File: src/rtl/cam_serializer_pkg.sv
// Shared types and elaboration helpers for the camera-port stream serializer.
//  - cs_state_t      : frame engine states
//  - BEAT_CNT_W      : width of the per-state beat counter (covers up to 64 beats)
//  - beats_per_word  : number of bus beats needed to send one word
//  - is_pow2         : used to reject illegal FIFO depths at elaboration
package cam_serializer_pkg;

  typedef enum logic [1:0] {
    CS_IDLE,
    CS_DATA,
    CS_SYNC,
    CS_PAD
  } cs_state_t;

  localparam int BEAT_CNT_W = 6;

  function automatic int beats_per_word(input int data_w, input int bus_w);
    return data_w / bus_w;
  endfunction

  function automatic bit is_pow2(input int v);
    return (v > 0) && ((v & (v - 1)) == 0);
  endfunction

endpackage

File: src/rtl/cam_sync_fifo.sv
// Single-clock word FIFO with a first-word-fall-through head.
// Pointers are one bit wider than the address so full and empty can be told
// apart by the pointer MSBs alone.
//  clk_i  in   system clock
//  rst_n  in   synchronous reset, active low (empties the FIFO)
//  push   in   write wdata (caller guarantees space, or a same-cycle pop)
//  wdata  in   word to store
//  pop    in   drop the head word (caller guarantees non-empty)
//  head   out  oldest stored word, valid whenever empty is low
//  full   out  DEPTH words stored
//  empty  out  no words stored
//  level  out  number of words stored
module cam_sync_fifo
  import cam_serializer_pkg::*;
#(
  parameter int DATA_W = 32,
  parameter int DEPTH  = 8
) (
  input  logic                           clk_i,
  input  logic                           rst_n,
  input  logic                           push,
  input  logic [DATA_W-1:0]              wdata,
  input  logic                           pop,
  output logic [DATA_W-1:0]              head,
  output logic                           full,
  output logic                           empty,
  output logic [$clog2(DEPTH+1)-1:0]     level
);

  localparam int AW = $clog2(DEPTH);

  if (!is_pow2(DEPTH) || DEPTH < 2) begin : g_bad_depth
    $error("cam_sync_fifo: DEPTH must be a power of two and at least 2");
  end

  logic [DATA_W-1:0] mem [DEPTH];
  logic [AW:0]       wptr_q;
  logic [AW:0]       rptr_q;

  // NOTE: clocked state is always assigned with <= so every flop samples the
  // pre-edge values of its neighbours, independent of block ordering.
  always_ff @(posedge clk_i) begin
    if (!rst_n) begin
      wptr_q <= '0;
      rptr_q <= '0;
    end else begin
      if (push) wptr_q <= wptr_q + 1'b1;
      if (pop)  rptr_q <= rptr_q + 1'b1;
    end
  end

  // NOTE: the storage array is deliberately not reset; the pointers alone
  // define which entries are valid, so clearing the array buys nothing.
  always_ff @(posedge clk_i) begin
    if (push) mem[wptr_q[AW-1:0]] <= wdata;
  end

  // On a full FIFO a push and pop in the same cycle touch the same entry:
  // the head is read combinationally before the edge, then overwritten.
  assign head  = mem[rptr_q[AW-1:0]];
  assign empty = (wptr_q == rptr_q);
  assign full  = (wptr_q[AW] != rptr_q[AW]) && (wptr_q[AW-1:0] == rptr_q[AW-1:0]);
  assign level = wptr_q - rptr_q;

endmodule

File: src/rtl/cam_stream_serializer.sv
// Sends queued words to the ESP32 over its camera (DVP) port. Each word goes
// out least-significant beat first, followed by one VSYNC beat and PAD_BEATS
// idle beats. All frame registers move on the divider strobe, so cam_data
// changes just after cam_pclk falls.
//  clk_i         in   system clock
//  rst_n         in   synchronous reset, active low
//  wr_i          in   push data_i this cycle
//  data_i        in   word to send
//  clr_ovf_i     in   clears overflow_o and drop_count_o
//  full_o        out  FIFO holds DEPTH words
//  level_o       out  queued words, excluding the word in flight
//  busy          out  word in flight or FIFO non-empty
//  overflow_o    out  sticky: a write was dropped
//  drop_count_o  out  dropped writes, saturating
//  cam_pclk      out  camera pixel clock
//  cam_sync      out  VSYNC, high for the sync beat only
//  cam_data      out  beat data
module cam_stream_serializer
  import cam_serializer_pkg::*;
#(
  parameter int DATA_W      = 32,
  parameter int BUS_W       = 4,
  parameter int DEPTH       = 8,
  parameter int COUNT_WIDTH = 2,
  parameter int PAD_BEATS   = 1,
  parameter int GATE_PCLK   = 1
) (
  input  logic                           clk_i,
  input  logic                           rst_n,
  input  logic                           wr_i,
  input  logic [DATA_W-1:0]              data_i,
  input  logic                           clr_ovf_i,
  output logic                           full_o,
  output logic [$clog2(DEPTH+1)-1:0]     level_o,
  output logic                           busy,
  output logic                           overflow_o,
  output logic [15:0]                    drop_count_o,
  output logic                           cam_pclk,
  output logic                           cam_sync,
  output logic [BUS_W-1:0]               cam_data
);

  localparam int NB = beats_per_word(DATA_W, BUS_W);
  localparam logic [BEAT_CNT_W-1:0] DATA_LAST = BEAT_CNT_W'(NB - 1);
  localparam logic [BEAT_CNT_W-1:0] PAD_LAST  =
    BEAT_CNT_W'((PAD_BEATS > 0) ? PAD_BEATS - 1 : 0);

  if ((DATA_W % BUS_W) != 0) begin : g_bad_width
    $error("cam_stream_serializer: DATA_W must be a multiple of BUS_W");
  end
  if (NB > 64) begin : g_bad_nb
    $error("cam_stream_serializer: at most 64 beats per word");
  end
  if (PAD_BEATS < 0 || PAD_BEATS > 7) begin : g_bad_pad
    $error("cam_stream_serializer: PAD_BEATS must be 0..7");
  end

  // ---------------------------------------------------------------- divider
  logic [COUNT_WIDTH-1:0] div_q;
  logic                   beat_stb;
  logic                   clkdiv;

  always_ff @(posedge clk_i) begin
    if (!rst_n) div_q <= '0;
    else        div_q <= div_q + 1'b1;
  end

  assign beat_stb = (div_q == '0);
  assign clkdiv   = div_q[COUNT_WIDTH-1];

  // ------------------------------------------------------------------- FIFO
  logic              fifo_push;
  logic              fifo_pop;
  logic [DATA_W-1:0] fifo_head;
  logic              fifo_full;
  logic              fifo_empty;
  logic              drop;

  // A write against a full FIFO still lands if the engine pops this cycle.
  assign fifo_push = wr_i & (~fifo_full | fifo_pop);
  assign drop      = wr_i &   fifo_full & ~fifo_pop;

  cam_sync_fifo #(
    .DATA_W (DATA_W),
    .DEPTH  (DEPTH)
  ) u_fifo (
    .clk_i (clk_i),
    .rst_n (rst_n),
    .push  (fifo_push),
    .wdata (data_i),
    .pop   (fifo_pop),
    .head  (fifo_head),
    .full  (fifo_full),
    .empty (fifo_empty),
    .level (level_o)
  );

  assign full_o = fifo_full;

  // -------------------------------------------------------------- frame FSM
  cs_state_t              state_q, state_d;
  logic [DATA_W-1:0]      sreg_q, sreg_d;
  logic [BEAT_CNT_W-1:0]  beat_q, beat_d;
  logic                   load_next;

  always_ff @(posedge clk_i) begin
    if (!rst_n) begin
      state_q <= CS_IDLE;
      sreg_q  <= '0;
      beat_q  <= '0;
    end else begin
      state_q <= state_d;
      sreg_q  <= sreg_d;
      beat_q  <= beat_d;
    end
  end

  always_comb begin
    // NOTE: every signal written here gets a default first, so no path can
    // leave one unassigned and infer a latch.
    state_d   = state_q;
    sreg_d    = sreg_q;
    beat_d    = beat_q;
    fifo_pop  = 1'b0;
    load_next = 1'b0;
    cam_data  = '0;
    cam_sync  = 1'b0;
    cam_pclk  = clkdiv & ((state_q != CS_IDLE) | (GATE_PCLK == 0));

    unique case (state_q)
      CS_DATA: cam_data = sreg_q[BUS_W-1:0];
      CS_SYNC: cam_sync = 1'b1;
      default: ;
    endcase

    if (beat_stb) begin
      unique case (state_q)
        CS_IDLE: load_next = 1'b1;
        CS_DATA: begin
          if (beat_q == DATA_LAST) begin
            state_d = CS_SYNC;
            beat_d  = '0;
          end else begin
            sreg_d = sreg_q >> BUS_W;
            beat_d = beat_q + 1'b1;
          end
        end
        CS_SYNC: begin
          if (PAD_BEATS > 0) begin
            state_d = CS_PAD;
            beat_d  = '0;
          end else begin
            load_next = 1'b1;
          end
        end
        CS_PAD: begin
          if (beat_q == PAD_LAST) load_next = 1'b1;
          else                    beat_d = beat_q + 1'b1;
        end
        default: state_d = CS_IDLE;
      endcase
    end

    // End of a frame (or idle strobe): start the next word straight away if
    // one is queued, so back-to-back frames carry no extra gap.
    if (load_next) begin
      if (!fifo_empty) begin
        state_d  = CS_DATA;
        sreg_d   = fifo_head;
        beat_d   = '0;
        fifo_pop = 1'b1;
      end else begin
        state_d  = CS_IDLE;
      end
    end
  end

  assign busy = (state_q != CS_IDLE) | (level_o != '0);

  // ---------------------------------------------------------- drop tracking
  logic        ovf_q;
  logic [15:0] drop_cnt_q;

  // A drop in the same cycle as a clear wins: the clear is consumed and the
  // new drop is counted from zero.
  always_ff @(posedge clk_i) begin
    if (!rst_n) begin
      ovf_q      <= 1'b0;
      drop_cnt_q <= '0;
    end else if (drop) begin
      ovf_q      <= 1'b1;
      if (clr_ovf_i)                 drop_cnt_q <= 16'd1;
      else if (drop_cnt_q != 16'hFFFF) drop_cnt_q <= drop_cnt_q + 16'd1;
    end else if (clr_ovf_i) begin
      ovf_q      <= 1'b0;
      drop_cnt_q <= '0;
    end
  end

  assign overflow_o   = ovf_q;
  assign drop_count_o = drop_cnt_q;

endmodule

File: config.mk
export PLATFORM = sky130hd
export DESIGN_NAME = cam_stream_serializer
export DESIGN_NICKNAME = d
export VERILOG_FILES = /design/src/rtl/cam_serializer_pkg.sv /design/src/rtl/cam_sync_fifo.sv /design/src/rtl/cam_stream_serializer.sv
export SDC_FILE = /design/constraint.sdc
export NUM_CORES = 1
export LEC_CHECK = 0
export ABC_AREA = 1
export BUFFER_PORTS_ARGS = -buffer_cell sky130_fd_sc_hd__clkbuf_2
export CORE_UTILIZATION = 50
export CTS_BUF_LIST = sky130_fd_sc_hd__clkbuf_8
export DETAILED_ROUTE_END_ITERATION = 8
export PLACE_DENSITY_LB_ADDON = 0.05
export SYNTH_ARGS = -nofsm -noshare
export SYNTH_HDL_FRONTEND = slang
export SYNTH_HIERARCHICAL = 1
export SYNTH_SLANG_ARGS = --single-unit
export TNS_END_PERCENT = 50
File: constraint.sdc
create_clock -name clk_i -period 5.1 [get_ports clk_i]
set_clock_uncertainty 0.15 [all_clocks]
set_input_delay 0.51 -clock clk_i [delete_from_list [all_inputs] [get_ports clk_i]]
set_output_delay 0.51 -clock clk_i [all_outputs]
set_load 0.005 [all_outputs]
Yosys cells after proc, flatten, opt, wreduce, memory -nomap -nowiden
Memory sizes are Yosys's and may differ from the RTL's. A register that Yosys moved wholly into a read port is not among the register bits.
Index checks and enable logic that the tools add are counted.

word-level totals
  bits in registers = 67
  latch bits = 0
  RAM bits = 256
  memory bits (read-only) = 0
  input bits = 36
  output and inout bits = 29
  logic and storage cells = 77
  memories = 1

memory list
  name        depth  width  rd ports  clocked after Yosys merged registers in  write ports  line                 RTL
  u_fifo.mem  8      32     1         1                                        1            cam_sync_fifo.sv:36  logic [DATA_W-1:0] mem [DEPTH];

cells by class
  add/sub/neg operators = 6
  multipliers = 0
  divide/modulo/power cells = 0
  $lt $le $gt $ge = 0
  eq/ne operators = 9
  shifts and indexed selects = 0
  multiplexer cells = 33
  bitwise operators = 8
  reductions and logical operators = 12

operator list
  operator                                             number
  2-to-1 mux 32 bit                                    5
  2-to-1 mux 16 bit                                    4
  2-to-1 mux 6 bit                                     5
  one-hot mux 6 bit (3 select lines)                   1
  adder 16 x 1 -> 16 bit, second input constant        1
  inequality test 16 bit, second input constant        1
  2-to-1 mux 1 bit                                     10
  adder 4 x 1 -> 4 bit, second input constant          2
  nonzero test 2 bit                                   4
  adder 6 x 1 -> 6 bit, second input constant          1
  equality test 6 x 3 -> 1 bit, second input constant  1
  zero test 6 bit                                      1
  2-to-1 mux 2 bit                                     3
  2-to-1 mux 3 bit                                     2
  bitwise AND 1 bit                                    4
  equality test 2 bit, second input constant           2
  equality test 4 bit                                  1
  zero test 2 bit                                      2
  2-to-1 mux 4 bit                                     1
  one-hot mux 2 bit (2 select lines)                   1
  nonzero test 4 bit                                   1
  subtractor 4 bit                                     1
  equality test 3 bit                                  1
  inequality test 3 bit, second input constant         1
  other kinds (10)                                     12

Logic depth before layout (Yosys ltp)
Gate-level depths: netlist of the first run.

  depth in word-level cells = 9
  mapped depth = 14
  gate-level depth less buffers = 12

By module
Netlist of the first run, hierarchy kept.

modules (own cells, without submodules)
  module                 instances  cells each  area each (um2)  seq. area each (um2)
  cam_sync_fifo          1          1187        11737.5          7907.6
  cam_stream_serializer  1          449         3143.0           1181.1

Worst setup path before layout of the first run
Ideal clock, no wire load.

  path type = register to register
  start point = register u_fifo.wptr_q[0]
  end point = memory u_fifo.mem[7][0], enable pin
  library setup time = 0.424 ns
  arrival time = 3.429 ns
  data required time = 4.526 ns
  path slack = 1.097 ns
  cell stages (with the launch flop) = 12
  path buffers = 2
  clock period less this slack = 4.003 ns
  cell sequence = dfxtp_1 -> inv_1 -> ha_1 -> nand3_1 -> nor2_1 -> inv_1 -> nand3_2 -> buf_2 -> buf_2 -> a21boi_0 -> nand2_1 -> nor2_1

between the ends
  word-level cells in the longest chain between the ends = 7
  elaborated cells between the ends (all ways) = 10
  those cells by class = eq/ne (2); mux (4); bitwise (3); reduce/logical (1)

ends and longest elaborated chain
  what                                    line                          RTL
  start: declaration                      cam_sync_fifo.sv:37           logic [AW:0] wptr_q;
  start signal: assignment                cam_sync_fifo.sv:47           if (push) wptr_q <= wptr_q + 1'b1;
  equality test 4 bit                     cam_sync_fifo.sv:61           assign empty = (wptr_q == rptr_q);
  via fifo_empty                          cam_stream_serializer.sv:76   logic fifo_empty;
  2-to-1 mux 1 bit                        cam_stream_serializer.sv:167  if (!fifo_empty) begin
  2-to-1 mux 1 bit                        cam_stream_serializer.sv:166  if (load_next) begin
  OR 1 bit                                cam_stream_serializer.sv:80   assign fifo_push = wr_i & (~fifo_full | fifo_pop);
  bitwise AND 1 bit                       cam_stream_serializer.sv:80
  via fifo_push                           cam_stream_serializer.sv:72   logic fifo_push;
  2-to-1 mux 1 bit                        cam_sync_fifo.sv:55           if (push) mem[wptr_q[AW-1:0]] <= wdata;
  2-to-1 mux 1 bit (not written as such)  cam_sync_fifo.sv:55
  end: declaration                        cam_sync_fifo.sv:36

The timed path passes the listed nets, and every way through them passes these cells.

Final worst setup path of the first run
  start point = register u_fifo.wptr_q[0]
  end point = memory u_fifo.mem[3][8], enable pin

The elaborated chain is that of the path after synthesis.

==> impl_metrics.tcl, run 1 <==
set metrics [dict create \
    initial_utilization_pct 51.3 \
    finalHoldViolCount 0 \
    cp.required_ns 5.21 \
    arrival_ns 3.78 \
    r2r_setup_slack_ns 1.42 \
    ys_seq_area_share_pct 61.1 \
    clk_path_buf_depth 3 \
    hold_path_depth 3 \
    drv_cap 0 \
    max_slew_margin_pct 33.7 \
    holdPathEnd "u_fifo/rptr_q[3]" \
    critPathBufInv 3 \
    cp-start-kind "flop" \
    postCtsResizedCells 0 \
    min_period_ns 3.68 \
    critPathTopFamily "simple AND/OR/NAND/NOR gates" \
    grt_max_degree 83 \
    criticalPathCategory "reg2reg" \
    utilization_pct 56.8 \
    vias_per_cell 4.92 \
    die_area_mm2 0.0305 \
    syn_area_per_cell_um2 9.10 \
    grt.total_usage_pct 22.4 \
    drt-wirelength-per-cell_um 15.6 \
    fin_setup_tns_ns 0 \
    clock-root-buffer "clkbuf_8" \
    ys_warn_count 6 \
    status "finished clean" \
    holdWs_ns 0.0431 \
    slowest_delay_ns 0.79 \
    syn_area_mm2 0.0149 \
    reg2reg_to "u_fifo/mem[3][8]" \
    slowest_stage "nor2_4" \
    clk_pin_slew_ns 0.06 \
    setup_viol 0 \
    grt_pass1_vias 9987 \
    ant_nets 0 \
    synthArstFlopShare_pct 0 \
    gp_congestion 0.830 \
    dpl_worst_slack_ns 1.38 \
    grt_first_pass_wirelength_mm 53.4 \
    ys_seq_elements 326 \
    die_width_um 175 \
    max_freq_mhz 272 \
    min-delay-start "rst_n" \
    routed_wl_mm 33.3 \
    cp_common_cell "inv_1" \
    numClockSinks 326 \
    path_cells "inv_1 > ha_1 > nand3_1 > nor2_1 > inv_1 > nand3_2 > a21boi_0 > nand2_1 > nor2_4 > buf_4" \
    final_max_slew_viol_count 0 \
    drt_first_pass_iters 5 \
    cts_tree "built" \
    critical_path.startpoint "u_fifo/wptr_q[0]" \
    rr_worst_depth 10 \
    clk_latency_ns 0.59 \
    timing.rr.start "u_fifo/wptr_q[0]" \
    layout-drive-gt1-share_pct 9.87 \
    setup.worst_path.end_class "flop" \
    ys_types 36 \
    final.period_utilization_pct 72.1 \
    num_vias 10505 \
    cp_max_fo 20 \
    worstMarginPinSlew_ns 0.995 \
    synth_fp_nets 1686 \
    antenna-diode-count 0 \
    layout.area.seq_mm2 0.00909 \
    cts_hold_buf 0 \
    area_delta_synth_final_pct 10.7 \
    dp_hpwl_mm 19.4 \
    antenna_found_initial 0 \
    ys.flop_type "edfxtp_1" \
    coreArea_mm2 0.0290 \
    synth-edff-count 256 \
    p_per_area_mw_per_mm2 408 \
    final_nets 1758 \
    boundaryPins 65 \
    die_height_um 175 \
    multiInputGateArea_mm2 0.00426 \
    peakVddDrop_uv 233 \
    hp-class "in2reg" \
    drcViolationCount 0 \
    p_leak_nw 7.66 \
    n_fill_cell 2631 \
    rows 62 \
    fin_ws_ns 1.42 \
    postCtsSetupRepairBufs 0 \
    cts_max_level 2 \
    rsz0062_at_grt "false" \
    cts_made_buffers 55 \
    netlist_instances 1636 \
    drtIter0Drc 653 \
    portBuffers 64 \
    grt_overflow_total 0 \
    total_power_mw 6.72 \
]
## power breakdown
part | internal (mW) | total (mW) | switching (mW)
clock network | 1.08 | 2.10 | 1.02
logic | 0.458 | 1.46 | 1.00
registers | 3.03 | 3.16 | 0.127
## synthesized netlist by cell type (all sizes together) (4+ instances only)
| cell | n | area, um2 |
|---|---|---|
| dfxtp | 70 | 1400 |
| nor3 | 4 | 20.0 |
| nand2 | 575 | 2180 |
| edfxtp | 256 | 7690 |
| o21ai | 11 | 55.1 |
| buf | 52 | 355 |
| xnor2 | 4 | 35.0 |
| nand4 | 7 | 43.8 |
| nor2 | 62 | 248 |
| xor2 | 6 | 52.6 |
| o211a | 21 | 210 |
| clkbuf | 16 | 60.1 |
| nand3 | 188 | 951 |
| a21oi | 22 | 118 |
| ha | 13 | 163 |
| inv | 313 | 1170 |
| o31ai | 4 | 30.0 |
## flip-flops by register name, indices dropped and copies added, names as in the netlist, named ones only
| register | cells |
|---|---|
| beat_q | 6 |
| div_q | 2 |
| drop_count_o | 16 |
| overflow_o | 1 |
| sreg_q | 32 |
| state_q | 2 |
| u_fifo/mem | 256 |
| u_fifo/rptr_q | 4 |
| u_fifo/wptr_q | 4 |
## how the worst max path moves through the flow
stage | end | slack [ns] | cells after the start
after global routing | u_fifo/mem[3][8] | 1.12 | 10
after CTS | u_fifo/mem[3][8] | 1.34 | 10
after floorplan | u_fifo/mem[7][0] | 1.10 | 11
after global placement | u_fifo/mem[3][9] | 1.46 | 10
after detailed placement | u_fifo/mem[3][9] | 1.38 | 10
final | u_fifo/mem[3][8] | 1.42 | 10
## cell usage in the layout, fill, tap and decap left out, types with 2 or more instances in the layout
master,synthesis,layout
a21oi_1,20,20
clkinv_1,0,18
xor2_1,6,6
o21ai_0,10,10
nor2_1,58,49
clkbuf_8,0,57
nand3_1,186,186
o21bai_1,2,2
nand2_1,570,570
nor3_1,4,4
dfxtp_1,70,68
nand3b_1,2,2
xnor2_1,4,4
clkbuf_2,0,64
a21boi_0,2,2
nand4_1,7,7
o31ai_1,4,4
inv_1,311,331
nor2_2,3,4
buf_4,7,19
clkinv_2,0,5
nand2_2,4,4
nor4_1,2,2
a21oi_2,2,2
nor2_4,1,9
edfxtp_1,256,256
ha_1,13,13
nand3_2,2,2
o211a_1,21,21
## area by class of cell
| type | count | share of cell area, % |
|---|---|---|
| clock inverter | 45 | 1.27 |
| timing repair buffer | 83 | 2.81 |
| inverter | 313 | 7.14 |
| tap | 384 | 2.92 |
| sequential | 326 | 55.2 |
| multi-input combinational | 929 | 25.9 |
| clock buffer | 57 | 4.76 |
## cell families (layout without fill, tap and decap cells)
group                      count (synthesis)  in the layout  share of synthesized area, %
AOI/OAI and AO/OA                         64             64                          3.08
xor gates and xnor gates                  10             10                         0.589
adders and majority gates                 14             14                          1.23
buffers and inverters                    381            498                          10.7
DFF                                      326            326                          61.1
and+or+nand+nor                          841            841                          23.3
## layer usage
layer,global-route usage (%),vias to the layer above,routed length (um)
met5,0,-,0
met4,5.72,0,455
met3,3.57,40,1550
met2,36.7,241,15500
met1,31.3,4909,15800
li1,-,5315,-
## stage by stage
stage | instance area (um2) | std cells
6_report | 16500 | 2137
5_1_grt | 16500 | 2137
3_5_place_dp | 15500 | 2035
3_3_place_gp | 15500 | 2035
2_1_floorplan | 14900 | 1636
4_1_cts | 16500 | 2137
## worst min-delay path: cells and delay by family
kind	cells	cell delay (ns)
and+or+nand+nor	2	0.10
buffers and inverters	1	0.11
Power figures use the tool's default switching activity.
==> run 2: changes to the inputs <==
clock period = 3.46 ns   (was 5.1 ns; I/O delays follow)
==> run 2 against run 1 <==
Flip-flop and latch count is the same. Wire length rose by 1.4%. Worst setup slack lost 0.90 ns. Global-route usage up 0.27 points. Clock-buffer cell count up 6. Final cell count grew 1.7%. Worst hold slack improved by 0.034 ns. Critical path type unchanged. Largest cell class unchanged.
==> impl_metrics.tcl, run 2 (synthesis results as in run 1) <==
set metrics [dict create \
    status "finished clean" \
    utilization_pct 58.3 \
    cp_common_cell "inv_1" \
    antenna_found_initial 1 \
    drtIter0Drc 821 \
    cp-start-kind "flop" \
    total_power_mw 10.0 \
    clock-root-buffer "clkbuf_8" \
    drv_cap 0 \
    grt_first_pass_wirelength_mm 53.8 \
    antenna-diode-count 0 \
    clk_pin_slew_ns 0.06 \
    path_cells "inv_1 > ha_1 > nand3_1 > nor2_1 > inv_1 > nand3_2 > a21boi_0 > buf_4 > nand2_1 > nor2_4 > buf_12" \
    vias_per_cell 4.90 \
    rsz0062_at_grt "false" \
    dp_hpwl_mm 20.1 \
    clk_latency_ns 0.59 \
    peakVddDrop_uv 406 \
    rr_worst_depth 11 \
    die_area_mm2 0.0305 \
    p_per_area_mw_per_mm2 592 \
    die_height_um 175 \
    p_leak_nw 7.87 \
    area_delta_synth_final_pct 13.6 \
    cp.depth 11 \
    drt_first_pass_iters 6 \
    p_int_mw 6.83 \
    numClockSinks 326 \
    grt.total_usage_pct 22.7 \
    largest_reg_flops 256 \
    final_nets 1797 \
    setup.worst_path.end_class "flop" \
    clk_path_buf_depth 3 \
    slowest_delay_ns 0.59 \
    grt_max_degree 129 \
    cp_max_fo 13 \
    die_width_um 175 \
    mostFrequentLayoutCells "nand2_1 (570), inv_1 (337), edfxtp_1 (256)" \
    cts_made_buffers 55 \
    drcViolationCount 0 \
    postCtsResizedCells 0 \
    max_freq_mhz 340 \
    final_common_cell "nand2_1" \
    criticalPathCategory "reg2reg" \
    num_vias 10641 \
    final.period_utilization_pct 84.9 \
    portBuffers 64 \
    min_period_ns 2.94 \
    power.share.combinational_pct 22.8 \
    drt-wirelength-per-cell_um 15.5 \
    placed_cell_area_mm2 0.0156 \
    p_switching_mw 3.18 \
    coreArea_mm2 0.0290 \
    cp.required_ns 3.61 \
    cts_tree "built" \
    grt_overflow_total 0 \
    boundaryPins 65 \
    slowest_stage "nor2_4" \
    routed_wl_mm 33.8 \
    hp-class "in2reg" \
    critPathTopFamily "simple AND/OR/NAND/NOR gates" \
    ant_nets 0 \
    finalHoldViolCount 0 \
    initial_utilization_pct 51.3 \
    hold_path_depth 4 \
    max_slew_margin_pct 23.6 \
    final_max_slew_viol_count 0 \
    critPathBufInv 4 \
    gp_congestion 0.830 \
    seqPwrFrac_pct 45.8 \
    layout-drive-gt1-share_pct 10.1 \
    setup_viol 0 \
    cts_hold_buf 32 \
    fin_setup_tns_ns 0 \
    rows 62 \
    switching_share_pct 31.8 \
    postLayoutCellArea_mm2 0.0169 \
    arrival_ns 3.08 \
    worstMarginPinSlew_ns 1.15 \
    postCtsSetupRepairBufs 0 \
    holdWs_ns 0.0771 \
    cts_max_level 2 \
    grt_pass1_vias 10150 \
    clock_power_share_pct 31.4 \
]
-- run 2: cell count changes in the layout (fill, tap and decap cells not counted) --
cell	change
clkinv_1	-10
clkinv_2	-4
buf_12	+4
inv_1	+6
dlygate4sd3_1	+32
buf_4	+3
bufinv_16	-1
clkbuf_8	+6
-- run 2: power groups by stage --
stage | logic (mW) | clock network, mW | registers [mW]
floorplan | 1.72 | 0 | 4.63
global placement | 2.25 | 0 | 4.66
detailed placement | 2.27 | 0 | 4.66
CTS | 2.31 | 3.23 | 4.58
global route | 2.61 | 3.38 | 4.60
finish | 2.29 | 3.14 | 4.58
-- run 2: tightest hold or removal path: stages --
cell and delay (ns):
clkbuf_2 0.23, nor3b_1 0.09, nand2_1 0.05, a21oi_1 0.05
-- run 2: through the flow --
stage,std cells,worst slack [ns]
2_1_floorplan,1636,-0.512
3_3_place_gp,2042,0.585
3_5_place_dp,2042,0.568
4_1_cts,2173,0.558
5_1_grt,2173,0.346
6_report,2173,0.522
-- run 2: worst paths after layout --
kind                       endpoint             start  slack (ns)
setup reg to reg  u_fifo/mem[6][11]  u_fifo/wptr_q[0]        0.52
hold / removal     drop_count_o[10]         clr_ovf_i        0.08
setup / recovery  u_fifo/mem[6][11]  u_fifo/wptr_q[0]        0.52
hold reg to reg            div_q[0]          div_q[0]        0.27
-- run 2: final cells by class --
cell class | instances | area [um2]
Sequential cell | 326 | 9090
Inverter | 313 | 1180
Fill cell | 2651 | 12100
Clock inverter | 36 | 144
Clock buffer | 63 | 867
Multi-Input combinational cell | 929 | 4260
Tap cell | 384 | 480
Timing Repair Buffer | 122 | 886
-- run 2: routing by layer --
layer	GRT usage, %	up-vias	share of wire [%]
met5	0	-	0.044
met4	6.92	2	2.3
met3	3.57	64	4.8
met2	37.5	241	47
met1	30.9	4960	46
li1	-	5374	-
